**src/rtl/input_conditioner.sv**
```systemverilog
// rtl/input_conditioner.sv - synchronise and debounce two pushbuttons and two slide switches
module input_conditioner #(
    parameter int DEBOUNCE_CYCLES = 500000
) (
    input  logic clock,
    input  logic reset,
    input  logic fertilise_button,
    input  logic reset_button,
    input  logic splinker_switch,
    input  logic dripper_switch,
    output logic fertilise_push,
    output logic reset_request,
    output logic splinker_level,
    output logic dripper_level,
    output logic switch_changed
);

    localparam int CW = (DEBOUNCE_CYCLES > 1) ? $clog2(DEBOUNCE_CYCLES) : 1;
    localparam logic [CW-1:0] LAST = CW'(DEBOUNCE_CYCLES - 1);
    // Channel order: 0 fertilise, 1 reset button, 2 splinker, 3 dripper.
    // Buttons idle high (released), switches idle low.
    localparam logic [3:0] IDLE = 4'b0011;

    logic [3:0]    raw;
    logic [3:0]    sync1;
    logic [3:0]    sync2;
    logic [3:0]    stable;
    logic [3:0]    commit;
    logic [CW-1:0] cnt [4];

    assign raw = {dripper_switch, splinker_switch, reset_button, fertilise_button};

    always_comb begin
        commit = '0;
        for (int i = 0; i < 4; i++) begin
            commit[i] = (sync2[i] != stable[i]) && (cnt[i] == LAST);
        end
    end

    always_ff @(posedge clock or posedge reset) begin
        if (reset) begin
            sync1          <= IDLE;
            sync2          <= IDLE;
            stable         <= IDLE;
            fertilise_push <= 1'b0;
            switch_changed <= 1'b0;
            for (int i = 0; i < 4; i++) begin
                cnt[i] <= '0;
            end
        end else begin
            sync1 <= raw;
            sync2 <= sync1;
            for (int i = 0; i < 4; i++) begin
                if (sync2[i] == stable[i]) begin
                    cnt[i] <= '0;
                end else if (commit[i]) begin
                    stable[i] <= sync2[i];
                    cnt[i]    <= '0;
                end else begin
                    cnt[i] <= cnt[i] + CW'(1);
                end
            end
            // Only the press direction (1 -> 0) of the fertilise button pulses.
            fertilise_push <= commit[0] && !sync2[0];
            switch_changed <= commit[2] || commit[3];
        end
    end

    assign reset_request  = ~stable[1];
    assign splinker_level = stable[2];
    assign dripper_level  = stable[3];

endmodule

```
**config.mk**
```make
export PLATFORM = sky130hd
export DESIGN_NAME = input_conditioner
export DESIGN_NICKNAME = d
export VERILOG_FILES = /design/src/rtl/input_conditioner.sv
export SDC_FILE = /design/constraint.sdc
export NUM_CORES = 1
export LEC_CHECK = 0
export CAP_MARGIN = 0
export CORE_MARGIN = 2
export CORE_UTILIZATION = 45
export CTS_BUF_LIST = sky130_fd_sc_hd__clkbuf_4
export DETAILED_ROUTE_END_ITERATION = 8
export MAX_ROUTING_LAYER = met4
export PLACE_DENSITY = 0.58
export SETUP_SLACK_MARGIN = 0.02
export SLEW_MARGIN = 20
export SYNTH_ARGS = -nofsm -noshare
export SYNTH_HDL_FRONTEND = slang
export SYNTH_SLANG_ARGS = --single-unit
```
**constraint.sdc**
```tcl
create_clock -name clock -period 5.22 [get_ports clock]
set_input_delay 0.783 -clock clock [delete_from_list [all_inputs] [get_ports clock]]
set_output_delay 0.783 -clock clock [all_outputs]
set_load 0.02 [all_outputs]
```
==> impl_results.md <==
* Status: complete, no violations
* Total number of H-tree levels at 3
* Grt ovf at 0
* GRT Util Overall at 17.6%
* Worst VDD drop at 0.000145 V
* Max-slew headroom at 34.8%
* Vias in the first global route at 3,041
* DR vias at 3,038
* Unrepaired setup endpoints after global routing: no
* Largest net degree at the start of global routing at 48
* Initial antenna violation count at 0
* # rows at 35
* Crit path time final at 2.37 ns
* Worst path required time at 4.44 ns
* Die area at 10,500 µm²
* # nets final at 452
* Chip height at 103 µm
* Syn Inst Count at 428
* Worst Setup End Kind: output port
* Hold/Removal Path Class: flop to flop
* Routed vias/inst at 5.27
* Worst-margin pin slew at 0.974 ns
* Hold_buf cts at 0
* CTS Sinks at 90
* Maximum fanout along the worst path at 3
* Skew-Pair Late Insertion Delay at 0.44 ns
* Fmax achieved at 422 MHz
* ANT cells at 0
* Setup Crit Path Kind: flop to output port
* First-pass GRT wire length at 14,100 µm
* Die Wd at 103 µm
* Tcrit/Tclk final at 45.4%
* Max cap viols at 0
* Clk root buf: clkbuf_4
* Clock skew at 0.0155 ns
* Area leader, netlist: dfrtp_1
* Share of layout cells above drive strength 1 at 9.62%
* Gpl congestion at 0.849
* Wire per inst at 13.7 µm
* Top cells by area, synth: dfrtp_1 (48%), xnor2_1 (9.0%), nor2_1 (6.7%)
* Slowest stage delay, CP at 0.58 ns
* Share of the synthesized area in the top cell type at 48.0%
* Yosys Warn Count at 0
* Final Hold Viols at 0
* Setup total negative slack at 0 ns
* CP cell instances: inv_1 > clkdlybuf4s50_1
* Maximum buffer depth of the clock tree at 2
* Starting Density at 46.9%
* Post-detail-place hpwl at 5330 µm
* DR pass1 iterations at 4
* Clock-pin slew on the worst setup and hold paths at 0.15 ns
* Mapped Nets at 438
* PostCTS Resize Cnt at 0
* IO Port Bufs at 10
* CP startpoint kind: flop
* Syn-to-layout area delta at 8.89%
* EDFF count, synth at 0
* Sequential area share after synthesis at 51.6%
* Critical Path Slowest Stage Cell: dfstp_2
* Minimum hold slack at 0.367 ns
* Final ANT Viol Nets at 0
* Synthesized area at 4380 µm²
* Final setup violation count at 0
* Asr flop ratio synth at 100%
* Leak Pwr at 0.00182 µW
* Ports at 11
* Initial drt markers at 73
* Setup bufs post-CTS at 0
* WP data arrival at 1.59 ns
* Main flop type after synthesis: dfrtp_1
* Seq cells post-synth at 90
* Syn Area/Cell at 10.2 µm²
* Cell variety after synth at 42
* Number of buffers created by CTS at 9
* Number of remaining DRC errors at 0
* CTS tree: built
* Routed WL at 7910 µm
* Final Slew Violations at 0
* Core area at 9330 µm²
* Pwr dens at 255 nW/µm²
kinds of logic after synthesis:
group / Yosys count / synth area share, %
fa+ha+maj: 4 / 1.14
compound gates: 23 / 3.92
flops: 90 / 51.6
mux: 8 / 1.97
xor+xnor: 61 / 12.2
buf+inv: 25 / 2.57
simple gates: 217 / 26.6
cell type report:
class                           count  area [µm²]
Fill cell                         872        4560
Sequential cell                    90        2260
Multi-Input combinational cell    313        2000
Tap cell                          129         161
Timing Repair Buffer               11         108
Clock inverter                      7         100
Clock buffer                        9        67.6
Inverter                           17        65.1
synthesized netlist by cell type (2+ instances only):
library cell and instances:
dfrtp_1 84, o31ai_1 4, xor2_1 16, buf_2 2, nand3_1 30, and4_1 3, and3_1 2, or4_1 4
nand4_1 23, nand2_1 18, nand4_4 2, nor2_1 78, o21ai_0 4, or3_4 2, nor4_2 2, a21oi_1 11
or2_2 2, clkbuf_1 3, mux2_2 5, nor4_1 16, or3_1 5, mux2i_1 3, nor4b_1 6, nor3_1 15
o21bai_2 2, inv_1 17, dfstp_2 6, xnor2_1 45, ha_1 4, buf_6 2
metal layers:
metal,up-vias,GRT usage (%),share of wire (%)
li1,1522,-,-
met2,41,26.4,45
met1,1463,23.8,50
met5,-,-,0
met4,0,6.15,1.7
met3,12,3.66,2.8
stage by stage:
stage / total power (µW) / setup WS (ns) / cell area [µm²] / cells / utilization, %
floorplan: 767 / 2.11 / 4380 / 428 / -
global placement: 780 / 2.85 / 4600 / 560 / 49.3
detailed placement: 781 / 2.83 / 4600 / 560 / 49.3
CTS: 1230 / 2.83 / 4770 / 576 / 51.1
global route: 1270 / 2.76 / 4770 / 576 / 51.1
finish: 1220 / 2.85 / 4770 / 576 / 51.1
critical path, delay by kind of cell, from the launching register on:
family	cells	cell delay (ns)
buffers and inverters	2	0.56
flip-flops	1	0.58
state kept, by name, summed over array words and instances, names as in the netlist:
signal          count
stable              4
fertilise_push      1
cnt                76
sync1               4
sync2               4
switch_changed      1
final timing paths:
| check | startpoint | endpoint | slack (ns) | depth (start not counted) |
|---|---|---|---|---|
| max | stable[1]$_DFFE_PP1P_ | reset_request | 2.85 | 2 |
| min | sync1[1]$_DFF_PP1_ | sync2[1]$_DFF_PP1_ | 0.37 | 0 |
| max reg2reg | cnt[49]$_DFF_PP0_ | cnt[40]$_DFF_PP0_ | 3.04 | 4 |
| min reg2reg | sync1[1]$_DFF_PP1_ | sync2[1]$_DFF_PP1_ | 0.37 | 0 |
| max in group asynchronous | reset | cnt[58]$_DFF_PP0_ | 3.44 | 3 |
| min in group asynchronous | reset | cnt[1]$_DFF_PP0_ | 0.73 | 2 |
cells in the final DEF (no fill, tap or decap), types with 4 or more instances in the layout:
cell type | netlist | layout
o31ai_1 | 4 | 4
a21oi_1 | 11 | 11
clkdlybuf4s50_1 | 0 | 10
xnor2_1 | 45 | 45
nor2_1 | 78 | 78
ha_1 | 4 | 4
mux2_2 | 5 | 5
nor3_1 | 15 | 15
nor4b_1 | 6 | 6
nand4_1 | 23 | 23
nor4_1 | 16 | 16
or4_1 | 4 | 4
or3_1 | 5 | 5
inv_1 | 17 | 16
o21ai_0 | 4 | 4
nand3_1 | 30 | 30
xor2_1 | 16 | 16
nand2_1 | 18 | 18
dfrtp_1 | 84 | 84
dfstp_2 | 6 | 6
clkbuf_4 | 0 | 9
report_power, final:
part / internal [µW] / leakage [µW] / total (µW) / switching, µW
sequential: 709 / 0.00122 / 721 / 12.1
combinational: 14.3 / 0.000515 / 45.0 / 30.7
clock: 199 / 0.0000909 / 449 / 250
total: 922 / 0.00182 / 1220 / 293
Power figures use the tool's default switching activity.
